**src/rtl/clock_pkg.sv**
```systemverilog
// Shared types and constants for the HH:MM:SS timekeeping core.
package clock_pkg;

    typedef enum logic [1:0] {
        RUN    = 2'd0,
        SET_HH = 2'd1,
        SET_MM = 2'd2,
        SET_SS = 2'd3
    } state_t;

    localparam logic [1:0] BLINK_SEL_HH   = 2'b00;
    localparam logic [1:0] BLINK_SEL_MM   = 2'b01;
    localparam logic [1:0] BLINK_SEL_SS   = 2'b10;
    localparam logic [1:0] BLINK_SEL_NONE = 2'b11;

    typedef struct packed {
        logic [3:0] tens;
        logic [3:0] units;
    } bcd2_t;

    localparam bcd2_t HH_MAX = 8'h23;
    localparam bcd2_t MS_MAX = 8'h59;

endpackage

```
**src/rtl/bcd_wrap_inc.sv**
```systemverilog
// Two-digit packed-BCD incrementer that wraps MAX -> 00 and flags the wrap.
module bcd_wrap_inc
    import clock_pkg::*;
#(
    parameter bcd2_t MAX = MS_MAX
) (
    input  logic [7:0] value,
    input  logic       en,
    output logic [7:0] nxt_value,
    output logic       carry_out
);

    bcd2_t v;
    assign v = bcd2_t'(value);

    always_comb begin
        nxt_value = value;
        carry_out = 1'b0;
        if (en) begin
            if (v == MAX) begin
                nxt_value = 8'h00;
                carry_out = 1'b1;
            end else if (v.units == 4'd9) begin
                nxt_value = {v.tens + 4'd1, 4'd0};
            end else begin
                nxt_value = {v.tens, v.units + 4'd1};
            end
        end
    end

endmodule

```
**src/rtl/bcd_clock_core.sv**
```systemverilog
// Timekeeping core: 1 Hz prescaler, 2 Hz blink phase, BCD time fields and
// the RUN/SET mode machine feeding the seven-segment scan multiplexer.
module bcd_clock_core
    import clock_pkg::*;
#(
    parameter int CLK_FREQ = 50_000_000
) (
    input  logic       clk,
    input  logic       rst,
    input  logic       mode_p,
    input  logic       inc_p,
    output logic [7:0] hh,
    output logic [7:0] mm,
    output logic [7:0] ss,
    output logic       blink_en,
    output logic [1:0] blink_sel
);

    localparam int CW = (CLK_FREQ > 1) ? $clog2(CLK_FREQ) : 1;
    localparam logic [CW-1:0] CNT_LAST = CW'(CLK_FREQ - 1);
    localparam logic [CW-1:0] CNT_Q1   = CW'(CLK_FREQ / 4);
    localparam logic [CW-1:0] CNT_Q2   = CW'(CLK_FREQ / 2);
    localparam logic [CW-1:0] CNT_Q3   = CW'(3 * (CLK_FREQ / 4));

    state_t          state, state_nxt;
    logic [1:0]      sel_nxt;
    logic [CW-1:0]   count;
    logic            tick, phase, set_exit;
    logic            run_tick, set_inc;
    logic            ss_en, mm_en, hh_en;
    logic            ss_cy, mm_cy, hh_cy_unused;
    logic [7:0]      ss_inc, mm_inc, hh_inc;

    assign tick     = (count == CNT_LAST);
    assign phase    = ((count >= CNT_Q1) && (count < CNT_Q2)) || (count >= CNT_Q3);
    // Leaving SET_SS restarts the second so it lasts a full CLK_FREQ cycles.
    assign set_exit = (state == SET_SS) && mode_p;

    // mode_p takes priority over inc_p; ticks only advance time in RUN.
    assign run_tick = (state == RUN) && tick;
    assign set_inc  = inc_p && !mode_p;
    assign ss_en    = run_tick || (set_inc && (state == SET_SS));
    assign mm_en    = (run_tick && ss_cy) || (set_inc && (state == SET_MM));
    assign hh_en    = (run_tick && ss_cy && mm_cy) || (set_inc && (state == SET_HH));

    bcd_wrap_inc #(.MAX(MS_MAX)) u_ss_inc (
        .value     (ss),
        .en        (ss_en),
        .nxt_value (ss_inc),
        .carry_out (ss_cy)
    );

    bcd_wrap_inc #(.MAX(MS_MAX)) u_mm_inc (
        .value     (mm),
        .en        (mm_en),
        .nxt_value (mm_inc),
        .carry_out (mm_cy)
    );

    bcd_wrap_inc #(.MAX(HH_MAX)) u_hh_inc (
        .value     (hh),
        .en        (hh_en),
        .nxt_value (hh_inc),
        .carry_out (hh_cy_unused)
    );

    always_ff @(posedge clk) begin
        if (rst) begin
            state     <= RUN;
            blink_sel <= BLINK_SEL_NONE;
            blink_en  <= 1'b0;
            count     <= '0;
            hh        <= 8'h00;
            mm        <= 8'h00;
            ss        <= 8'h00;
        end else begin
            state     <= state_nxt;
            blink_sel <= sel_nxt;
            blink_en  <= phase && (state != RUN);
            count     <= (tick || set_exit) ? '0 : count + CW'(1);
            hh        <= hh_inc;
            mm        <= mm_inc;
            ss        <= ss_inc;
        end
    end

    always_comb begin
        state_nxt = state;
        if (mode_p) begin
            case (state)
                RUN:     state_nxt = SET_HH;
                SET_HH:  state_nxt = SET_MM;
                SET_MM:  state_nxt = SET_SS;
                default: state_nxt = RUN;
            endcase
        end
    end

    always_comb begin
        sel_nxt = BLINK_SEL_NONE;
        case (state_nxt)
            SET_HH:  sel_nxt = BLINK_SEL_HH;
            SET_MM:  sel_nxt = BLINK_SEL_MM;
            SET_SS:  sel_nxt = BLINK_SEL_SS;
            default: sel_nxt = BLINK_SEL_NONE;
        endcase
    end

endmodule
```
**config.mk**
```make
export PLATFORM = sky130hd
export DESIGN_NAME = bcd_clock_core
export DESIGN_NICKNAME = d
export VERILOG_FILES = /design/src/rtl/clock_pkg.sv /design/src/rtl/bcd_wrap_inc.sv /design/src/rtl/bcd_clock_core.sv
export SDC_FILE = /design/constraint.sdc
export NUM_CORES = 1
export LEC_CHECK = 0
export BUFFER_PORTS_ARGS = -buffer_cell sky130_fd_sc_hd__clkbuf_2
export CORE_MARGIN = 5
export CORE_UTILIZATION = 46
export DETAILED_ROUTE_END_ITERATION = 10
export SKIP_LAST_GASP = 1
export SYNTH_ARGS = -nofsm -noshare
export SYNTH_HDL_FRONTEND = slang
export SYNTH_SLANG_ARGS = --single-unit
```
**constraint.sdc**
```tcl
create_clock -name clk -period 3.9 [get_ports clk]
set_clock_uncertainty 0.2 [all_clocks]
set_input_delay 0.195 -clock clk [delete_from_list [all_inputs] [get_ports clk]]
set_output_delay 0.195 -clock clk [all_outputs]
set_load 0.01 [all_outputs]
```
# Word-level counts from Yosys, hierarchy flattened
# Cells that the tools add are included.
# word_totals
reg_bits	55
mem_count	0
word_cells	71
mem_bits_ro	0
latchBits	0
ram_bits	0
# classes
muxes	13
bitwise_logic	0
n_div	0
multipliers	0
eq_ne	13
order_cmp	3
n_addsub	7
shifts	0
n_reduce_logical	25
# op_table
cell	count
2-to-1 mux 8 bit	6
adder 26 x 1 -> 26 bit, second input constant	1
equality test 26 bit, second input constant	1
greater-or-equal comparator 26 x 24 -> 1 bit, second input constant	1
greater-or-equal comparator 26 bit, second input constant	1
< comparator 26 x 25 -> 1 bit, second input constant	1
adder 4 x 1 -> 4 bit, second input constant	6
equality test 8 x 7 -> 1 bit, second input constant	2
equality test 4 bit, second input constant	3
case mux 2 bit (3 select lines)	2
logical AND 1 bit	10
equality test 2 bit, second input constant	4
equality test 8 x 6 -> 1 bit, second input constant	1
nonzero test 2 bit	4
AND reduction 2 bit	3
logical OR 1 bit	5
equality test 2 x 1 -> 1 bit, second input constant	2
2-to-1 mux 1 bit	4
logical NOT 2 bit	1
2-to-1 mux 2 bit	1
OR reduction 2 bit	1
logical NOT 1 bit	1

# Longest topological paths before layout
# Gate-level depths: netlist of run 1.
# logic_depth
ltp_word	11
depth_mapped	8

# Cells and area by module
# From an unflattened synthesis of run 1, not the netlist that was laid out.
# hier_totals
hier_cells	375
hier_area_um2	3134.3
# by_module_without_submodules
module	n_inst	seq_area_each_um2	cells_per_inst	area_each_um2
bcd_clock_core	1	1101.1	265	2373.5
bcd_wrap_inc (u_mm_inc ...)	2	0.0	39	267.8
bcd_wrap_inc (u_hh_inc)	1	0.0	32	225.2

# Worst setup path after synthesis of run 1
# Ideal clock, no wire load.
# synth_timing
path_kind	register to register
from	register count[10]
to	register mm[7]
required_ns	3.628
stages_incl_launch_ff	7
period_less_slack_ns	2.609
slack_ns	1.291
t_arrival_ns	2.338
cell_sequence	dfxtp_1 > or4_4 > or4_4 > buf_6 > or4_4 > a21oi_2 > mux2i_1
# synth_between
elab_chain_cells	7
# synth_rtl
item	line_no	rtl
start, declared	bcd_clock_core.sv:27	logic [CW-1:0] count;
start signal, assigned	bcd_clock_core.sv:80	count <= (tick || set_exit) ? '0 : count + CW'(1);
equality test 26 bit (*)	bcd_clock_core.sv:34	assign tick = (count == CNT_LAST);
logical AND 1 bit (*)	bcd_clock_core.sv:40	assign run_tick = (state == RUN) && tick;
logical OR 1 bit	bcd_clock_core.sv:42	assign ss_en = run_tick || (set_inc && (state == SET_SS));
2-to-1 mux 1 bit	bcd_wrap_inc.sv:19	if (en) begin
logical AND 1 bit (*)	bcd_clock_core.sv:43	assign mm_en = (run_tick && ss_cy) || (set_inc && (state == SET_MM));
logical OR 1 bit (*)	bcd_clock_core.sv:43	
AND reduction 2 bit (no source line) (*)	-	
end signal, assigned	bcd_clock_core.sv:82	mm <= mm_inc;
end, declared	bcd_clock_core.sv:13	output logic [7:0] mm,
# Every way passes the cells marked *; elsewhere a longest branch is shown, timed or not.
# A chain may end at the register's enable or synchronous reset.

# Worst setup path after layout of run 1
# layout_timing
from	register count[10]
to	register mm[4]
# The elaborated chain is that of the path after synthesis.

==> results of run 1 <==
==> sequential cells by signal, summed over array words and instances (netlist names) <==
name,flops
state,2
ss,8
blink_sel,2
blink_en,1
mm,8
count,26
hh,8
==> worst reg2reg max path: cells and delay by family (launching register included) <==
family	cells	cell delay, ps
AOI/OAI and AO/OA	2	430
DFF	1	360
and+or+nand+nor	3	1730
==> cell usage in the layout (no fill, tap or decap), drive strengths merged, types with 3 or more instances in the layout <==
cell type	synthesis	routed
ha	18	18
o31ai	3	3
clkbuf	13	38
xor2	8	8
nand2	36	36
or4	10	10
o41ai	4	4
dfxtp	55	55
and3b	7	7
a211o	5	5
o21ai	14	14
and2	3	3
nand3	21	21
and3	6	6
nor4	6	6
inv	18	18
xnor2	15	15
nand4	6	6
or3	6	6
a21oi	20	20
nor3	13	13
a31oi	4	4
nor2	43	43
nor2b	6	6
o211ai	3	3
mux2i	4	4
==> power by group through the flow <==
| stage | clock, mW | sequential (mW) | combinational, mW |
|---|---|---|---|
| floorplan | 0 | 0.594 | 0.0394 |
| global placement | 0 | 0.593 | 0.0583 |
| detailed placement | 0 | 0.594 | 0.0591 |
| CTS | 0.363 | 0.581 | 0.0597 |
| global route | 0.388 | 0.582 | 0.0684 |
| finish | 0.348 | 0.580 | 0.0585 |
==> area by class of cell <==
| cell class | instances | area [um2] |
|---|---|---|
| well taps | 77 | 96.3 |
| fillers | 618 | 3040 |
| inverters | 18 | 67.6 |
| flip-flops and latches | 55 | 1100 |
| repair buffers | 32 | 165 |
| multi-input cells | 282 | 1820 |
| clock buffers | 8 | 100 |
==> how the worst max path moves through the flow <==
stage | from | endpoint | slack [ps] | depth (start not counted)
floorplan | count[10] | mm[7] | 1290 | 6
global placement | count[10] | mm[4] | 1160 | 5
CTS | count[10] | mm[4] | 1110 | 5
finish | count[10] | mm[4] | 1120 | 5
detailed placement | count[10] | mm[4] | 1120 | 5
global route | count[0] | count[9] | 970 | 6
==> metal layers <==
layer	wire, um	share of wire, %
met1	3220	49
met2	3080	47
met5	0	0
met3	202	3.1
met4	72	1.1
==> per-stage QoR <==
step                      worst slack, ps  power [mW]  instances  hold WS (ps)
final                                1120       0.987        472          34.6
after global routing                  972        1.04        472          44.4
after CTS                            1110        1.00        472          25.2
after detailed placement             1120       0.653        464           285
after global placement               1160       0.652        464           277
after floorplan                      1290       0.633        369           147
==> logic make-up after synthesis <==
logic type      after synthesis
xor+xnor                     23
flops                        55
compound gates               65
buf+inv                      32
mux                           5
simple gates                171
fa+ha+maj                    18
==> metrics, run 1 <==
status=complete, no violations; cell mode on critical path=or4_4; max-slew violations=0; Initial DRT Pass Iterations=4; mux cell area share after synthesis=1.69%; first-pass GRT wire length=between 10000 and 15000 um; die area=8340 um2; I/O Buffers=30; fmax=359 MHz; number of CTS-inserted buffers=5; post-synthesis cell type count=49; Finished Core Util=52.4%; Total Nets Final=416; ys flop type=dfxtp_1; RSZ-0062 raised after global routing=no; GR Overflow Total=0; worst min path class=primary input to flop; top-count cell post-synth=dfxtp_1; flop2flop setup slack=1120 ps; WHS Endpoint=state[1]; Critical Setup Path Class=flop to flop; number of flops mapped to enable cells by yosys=0; largest family of logic cells by synthesized area=simple AND/OR/NAND/NOR gates; crit end category=flop; Mapped Area=between 3000 and 4000 um2; row cnt=29; hold path start=mode_p; vias in the first global route=2490; sequential area share after synthesis=between 30% and 40%; Flop pwr share=58.8%; Vias per Instance=5.58; Critical-path top delay cell=or4_4; cell taking the most area after synthesis=dfxtp_1; diode count=0; Peak VDD IR=0.000215 V; clk buf depth=2; Setup TNS=0 ps; DIE HEIGHT=slightly above 90 um; top post-synthesis cells by area=dfxtp_1 36%, ha_1 7.4%, nor2_1 5.3%; Synth top area share=36.2%; total track usage=16.4%; power per cell area=295 nW/um2; Area Growth Syn to Fin=9.91%; combinational share of power=5.9%; clock power share=35.3%; DP Wirelength=about 4800 um; routability cong.=0.809; Gate Count Post-Synth=369; clk root buf=clkbuf_8; post_cts resized=0; vias=2635; largest net degree at the start of global routing=33; TritonCTS clock tree=done; layout cells sized above 1=12.4%; syn avg cell area=8.25 um2; Switch Pwr=0.232 mW; initial antenna violation count=0; # setup viols final=0; Post-synth top cells=55 x dfxtp_1, 43 x nor2_1, 36 x nand2_1, 21 x nand3_1; CTS H-tree depth=2; min Tclk post-route=2780 ps; endpoint of the worst-slack reg-to-reg timing path=mm[4]; global-route layer with the greatest usage=met2; DP Area=3250 um2; Simple-Gate Fraction of Synth Area=29.5%; synthesized flop and latch total=55; grt met1 use=22.0%; max cap viols=0; post-synthesis xor/xnor area fraction=6.62%; final WL=6580 um; CP required=a little under 4000 ps; Final period util=71.4%; Final Hold Vio Count=0; Clock Sinks=55; P_int=about 0.75 mW; CP cell instances=or4_4, or4_4, or4_4, a211o_1, a21oi_2; Design Area, Final=between 3000 and 4000 um2; Rel. slew slack=55.6%; Worst Path Buf+Inv=0; worst skew pair latency=310 ps; arrival time of the worst setup path=2830 ps; Slew @ Worst Pin=roughly 670 ps; Synth Area in Compound Gates=14.4%; DRC viols=0; R2R Path Start=count[10]; P_leak=between 1 and 1.5 nW; post-DR wirelength/cell=around 14 um; Syn. warnings=0; area share of fa/ha/maj cells after synthesis=7.40%; met2 Use GR=a little over a quarter; I/O Pins=31; worst hold path depth=3; First DRT Iteration DRCs=92; # Post-CTS Setup Buffers=0; CP peak stage delay=600 ps; Core ar.=6390 um2; R2R depth=5; post-detailed-route count of antenna-violating nets=0; async set or reset register ratio after synthesis=0%; CP max FO=13; grt met3 use=under 10%; clock-pin transition on the worst setup and hold timing paths=100 ps; Sw Share=23.5%; Starting Density=a little under half; hold_buf cts=0; CP Launch Type=flop; family with the most delay on the worst path=simple AND/OR/NAND/NOR gates; syn_nets=~390; Die Width=slightly above 90 um
Power figures use the tool's default switching activity.
==> run 2: changes to the inputs <==
==> constraint.sdc (replaced) <==
create_clock -name clk -period 2.6 [get_ports clk]
set_clock_uncertainty 0.2 [all_clocks]
set_input_delay 0.13 -clock clk [delete_from_list [all_inputs] [get_ports clk]]
set_output_delay 0.13 -clock clk [all_outputs]
set_load 0.01 [all_outputs]
==> run 2 against run 1 <==
  * Critical path depth grew 1
  * Sequential share of layout area is 3.5 points lower
  * Combinational power is 100% higher
  * Non-clock buffer count up 38
  * Clock power increased by 51%
  * Routed wire length increased by 7.5%
  * Final area rose by 12%
  * Critical path type unchanged
  * Critical endpoint is now ss[7]
==> metrics, run 2 (synthesis results as in run 1) <==
worst skew pair latency=310 ps (about the same); cell mode on critical path=or4_4; Final Hold Vio Count=0 (unchanged); First DRT Iteration DRCs=75 (-18%); status=complete, no violations; GR Overflow Total=0 (unchanged); Starting Density=47.7% (unchanged); commonest non-fill, non-tap cell in the layout=dfxtp_1; RSZ-0062 raised after global routing=yes; max cap viols=0 (unchanged); DIE HEIGHT=91.4 um (unchanged); number of CTS-inserted buffers=5 (unchanged); CP cell instances=or4b_1, or4_4, buf_6, o21a_4, or4_4, a21oi_2; clock-pin transition on the worst setup and hold timing paths=100 ps (about the same); Peak VDD IR=0.000329 V (+53%); row cnt=29 (unchanged); CTS H-tree depth=2 (unchanged); P_leak=1.47 nW (+20%); layout cells sized above 1=23.1% (+11 points); diode count=0 (unchanged); WHS Endpoint=ss[7]; DRC viols=0 (unchanged); Vias per Instance=5.56 (-0.39%); arrival time of the worst setup path=2590 ps (-240 ps); Clock Sinks=55 (unchanged); # setup viols final=0 (unchanged); die area=8340 um2 (unchanged); Worst Setup Slack, final=48.8 ps (-1070 ps); post-DR wirelength/cell=13.9 um (-0.49%); R2R depth=6 (+1); clk root buf=clkbuf_8; vias=2836 (+7.6%); total track usage=16.9% (+0.50 points); Initial DRT Pass Iterations=4 (unchanged); crit end category=flop; hold path start=rst; Final period util=98.1% (+27 points); power per cell area=402 nW/um2 (+36%); max-slew violations=0 (unchanged); Most flops, register=count; fmax=392 MHz (+9.1%); CP required=2640 ps (-1300 ps); Rel. slew slack=62.8% (+7.2 points); Critical-path top delay cell=or4_4; commonest cells after routing, fill and taps aside=53 x dfxtp_1, 43 x nor2_1, 37 x buf_4; post-detailed-route count of antenna-violating nets=0 (unchanged); Total Nets Final=454 (+9.1%); max FFs per register=26 (unchanged); Tot Pwr=1.51 mW (+53%); CP peak stage delay=550 ps (-50 ps); routability cong.=0.818 (+1.1%); first-pass GRT wire length=12200 um (+4.4%); worst slack, placed=-51.9 ps (-1180 ps); endpoint of the worst-slack reg-to-reg timing path=ss[7]; Slew @ Worst Pin=556 ps (-111 ps); Worst Path Buf+Inv=1 (+1); DP Wirelength=5100 um (+6.1%); flop2flop setup slack=50 ps (-1070 ps); min Tclk post-route=2550 ps (-233 ps); final WL=7070 um (+7.5%); I/O Pins=31 (unchanged); worst min path class=primary input to flop; initial antenna violation count=0 (unchanged); R2R Path Start=count[24]; Die Width=91.4 um (unchanged); family with the most delay on the worst path=simple AND/OR/NAND/NOR gates; Core ar.=6390 um2 (unchanged); largest net degree at the start of global routing=26 (-21%); filler cell count in the final layout=610 (-1.3%); TritonCTS clock tree=done; CP Launch Type=flop; clk buf depth=2 (unchanged); I/O Buffers=30 (unchanged); CP max FO=7 (-6); worst hold path depth=2 (-1); Critical Setup Path Class=flop to flop; Area Growth Syn to Fin=23.1%; vias in the first global route=2711 (+8.9%)
==> run 2: cell count changes in the layout (fill, tap and decap cells not counted), sizes merged <==
| cell | before | now |
|---|---|---|
| dlygate4sd3 | 0 | 1 |
| buf | 2 | 39 |
==> run 2: worst max path at each step <==
stage	start	to	slack, ps	depth (start not counted)
floorplan	count[11]	mm[7]	2	6
global placement	count[11]	mm[4]	-40	5
detailed placement	count[11]	mm[4]	-50	5
CTS	count[10]	ss[7]	-70	6
global route	count[24]	mm[7]	-30	5
finish	count[24]	ss[7]	50	6
==> run 2: layer usage <==
| layer | up-vias | global-route usage, % | wire length (um) |
|---|---|---|---|
| li1 | 1442 | - | - |
| met1 | 1347 | 21.8 | 3380 |
| met2 | 38 | 29.6 | 3400 |
| met3 | 9 | 2.56 | 218 |
| met4 | 0 | 4.28 | 80 |
| met5 | - | 0 | 0 |
==> run 2: power by group <==
group	internal [mW]	switching, mW	total, mW
clock	0.244	0.280	0.524
combinational	0.0500	0.0692	0.119
sequential	0.856	0.00806	0.864
total	1.15	0.357	1.51
==> run 2: area by class of cell <==
cell class	count	area [um2]	area share, %
clock buffers	8	100	2.67
inverters	18	67.6	1.80
multi-input cells	282	1910	51.0
flip-flops and latches	55	1100	29.4
well taps	77	96.3	2.57
repair buffers	70	469	12.5
==> run 2: worst register-to-register path: cells and delay by family (launching register included) <==
kind | cells | cell delay, ps
AND/OR/NAND/NOR | 3 | 1460
buffers and inverters | 1 | 160
AO/OA/AOI/OAI | 2 | 330
flip-flops | 1 | 330
==> run 2: metrics by stage <==
step | cells | util, % | hold slack, ps | setup TNS, ps | area (um2)
5_1_grt | 510 | 58.7 | 72.8 | -87.2 | 3750
3_5_place_dp | 498 | 55.0 | 290 | -62.3 | 3510
6_report | 510 | 58.7 | 55.8 | 0 | 3750
4_1_cts | 509 | 57.3 | 58.3 | -155 | 3660
2_1_floorplan | 369 | - | 82.0 | 0 | 3050
3_3_place_gp | 498 | 55.0 | 280 | -35.0 | 3510
==> run 2: repair_timing <==
action                     in CTS  in global routing
resized for setup               6                 14
pin swaps                       2                  8
setup endpoints to repair       3                 19
hold endpoints to repair        1                  0
hold buffers                    1                  0
setup buffers                   2                  1
==> run 3: changes to the inputs <==
--- a/config.mk
+++ b/config.mk
@@ -7,8 +7,9 @@
 export LEC_CHECK = 0
 export BUFFER_PORTS_ARGS = -buffer_cell sky130_fd_sc_hd__clkbuf_2
 export CORE_MARGIN = 5
-export CORE_UTILIZATION = 46
+export CORE_UTILIZATION = 55
 export DETAILED_ROUTE_END_ITERATION = 10
+export PLACE_DENSITY = 0.75
 export SKIP_LAST_GASP = 1
 export SYNTH_ARGS = -nofsm -noshare
 export SYNTH_HDL_FRONTEND = slang
==> run 3 against run 2 <==
  * Sequential power about the same
  * Final cell count decreased by 2.2%
  * Sequential share of layout area increased by 0.45 points
  * Global-route usage increased by 2.4 points
  * Non-clock buffer count decreased by 6
  * Critical path type unchanged
  * Critical endpoint is now mm[7]
  * Largest cell class unchanged
==> metrics, run 3 (synthesis results as in run 1) <==
status=complete, no violations; worst min path class=primary input to flop; Initial DRT Pass Iterations=4 (unchanged); layout cells sized above 1=21.5% (-1.5 points); routability cong.=0.832 (+1.7%); I/O Pins=31 (unchanged); TritonCTS clock tree=done; Critical Setup Path Class=flop to flop; max cap viols=0 (unchanged); CP Launch Type=flop; largest net degree at the start of global routing=25 (-3.8%); commonest non-fill, non-tap cell in the layout=dfxtp_1; DRC viols=0 (unchanged); clock-pin transition on the worst setup and hold timing paths=100 ps (about the same); Peak VDD IR=0.000275 V (-16%); Slew @ Worst Pin=593 ps (+37.4 ps); Flop pwr share=55.5% (-1.8 points); Starting Density=56.0% (+8.3 points); Rel. slew slack=60.3% (-2.5 points); RSZ-0062 raised after global routing=yes; worst skew pair latency=300 ps (about the same); DP Wirelength=5020 um (-1.4%); CP required=2640 ps (about the same); Sw Share=22.0% (-1.7 points); # setup viols final=0 (unchanged); clk root buf=clkbuf_8; I/O Buffers=30 (unchanged); number of CTS-inserted buffers=5 (unchanged); crit end category=flop; vias in the first global route=2609 (-3.8%); final non-filler cell total=499 (-2.2%); Final Hold Vio Count=0 (unchanged); initial antenna violation count=0 (unchanged); First DRT Iteration DRCs=118 (+57%); max-slew violations=0 (unchanged); diode count=0 (unchanged); Switch Pwr=0.343 mW (-3.8%); die area=7120 um2 (-15%); Area Growth Syn to Fin=21.1%; max FFs per register=26 (unchanged); CP peak stage delay=580 ps (+30 ps); power per cell area=423 nW/um2 (+5.2%); P_leak=1.46 nW (-0.62%); cell mode on critical path=or4_4; arrival time of the worst setup path=2610 ps (+20 ps); Clock Sinks=55 (unchanged); GR Overflow Total=0 (unchanged); total track usage=19.4% (+2.4 points); combinational share of power=7.3% (-0.6 points); filler cell count in the final layout=457 (-25%); clk buf depth=2 (unchanged); Core ar.=5440 um2 (-15%); Finished Core Util=67.8% (+9.1 points); min Tclk post-route=2570 ps (+15.2 ps); Final period util=98.7% (+0.58 points); CTS H-tree depth=2 (unchanged); post-detailed-route count of antenna-violating nets=0 (unchanged); P_int=1.22 mW (+5.7%); clock power share=37.2% (+2.4 points); Most flops, register=count; Total Nets Final=448 (-1.3%); final WL=6890 um (-2.5%); hold slack=205 ps (+149 ps); DIE HEIGHT=84.4 um (-7.6%); flop2flop setup slack=30 ps (-20 ps); Vias per Instance=5.71 (+2.6%); CP cell instances=or4b_1, or4_4, or4_4, a21oi_2, mux2i_1; vias=2848 (+0.42%); fmax=390 MHz (-0.59%); CP max FO=8 (+1); row cnt=27 (-6.9%); post-DR wirelength/cell=13.8 um (-0.38%); Die Width=84.4 um (-7.6%); Critical-path top delay cell=or4_4; commonest cells after routing, fill and taps aside=54 x dfxtp_1, 43 x nor2_1, 35 x nand2_1; first-pass GRT wire length=11800 um (-3.1%); Inst Count DP=489 (-1.8%)
-- run 3: changes by cell type in the layout (fill, tap and decap cells not counted), sizes merged --
cell,change
buf,-7
bufinv,+1
clkbuf,-2
clkinv,+1
dlygate4sd3,+1
-- run 3: layout make-up --
class | instances | area [um2] | share of cell area (%)
multi-input cells | 282 | 1900 | 51.5
inverters | 18 | 67.6 | 1.83
well taps | 72 | 90.1 | 2.44
clock buffers | 6 | 82.6 | 2.24
flip-flops and latches | 55 | 1100 | 29.9
clock inverters | 2 | 35.0 | 0.950
repair buffers | 64 | 410 | 11.1
-- run 3: routing by layer --
metal  wire length, um  part of all wire, %  up-vias  global-route usage, %
met2              3380                   49       55                   33.1
met1              3130                   45     1352                   25.1
met5                 0                    0        -                      0
met3               295                  4.3       12                   3.83
li1                  -                    -     1429                      -
met4                94                  1.4        0                   5.04
-- run 3: power groups by stage --
stage	registers, mW	logic, mW	clock network [mW]
2_1_floorplan	0.891	0.0591	0
3_3_place_gp	0.885	0.107	0
3_5_place_dp	0.885	0.110	0
4_1_cts	0.866	0.113	0.596
5_1_grt	0.868	0.127	0.631
6_report	0.865	0.113	0.581
-- run 3: critical path, delay by kind of cell, from the launching register on --
kind            cells  cell delay [ps]
compound gates      1              160
flops               1              320
mux                 1              180
simple gates        3             1660
-- run 3: worst paths after layout --
path | startpoint | to | depth (start not counted)
hold / removal | inc_p | hh[1] | 4
setup reg to reg | count[16] | mm[7] | 5
setup / recovery | count[16] | mm[7] | 5
hold reg to reg | mm[7] | mm[7] | 2
-- run 3: repair_timing --
item,in CTS,in global routing
hold buffers,2,0
endpoints found under the setup margin,2,18
resized for setup,1,13
buffers inserted,0,0
pin swaps,2,5
hold endpoints to repair,2,0
-- run 3: stage by stage --
stage | instance area [um2] | power (mW) | TNS [ps] | setup WS (ps)
floorplan | 3050 | 0.950 | 0 | 1.54
global placement | 3470 | 0.991 | -4.21 | -4.21
detailed placement | 3470 | 0.995 | -36.8 | -36.8
CTS | 3610 | 1.57 | -29.1 | -17.9
global route | 3690 | 1.63 | -189 | -48.4
finish | 3690 | 1.56 | 0 | 33.6
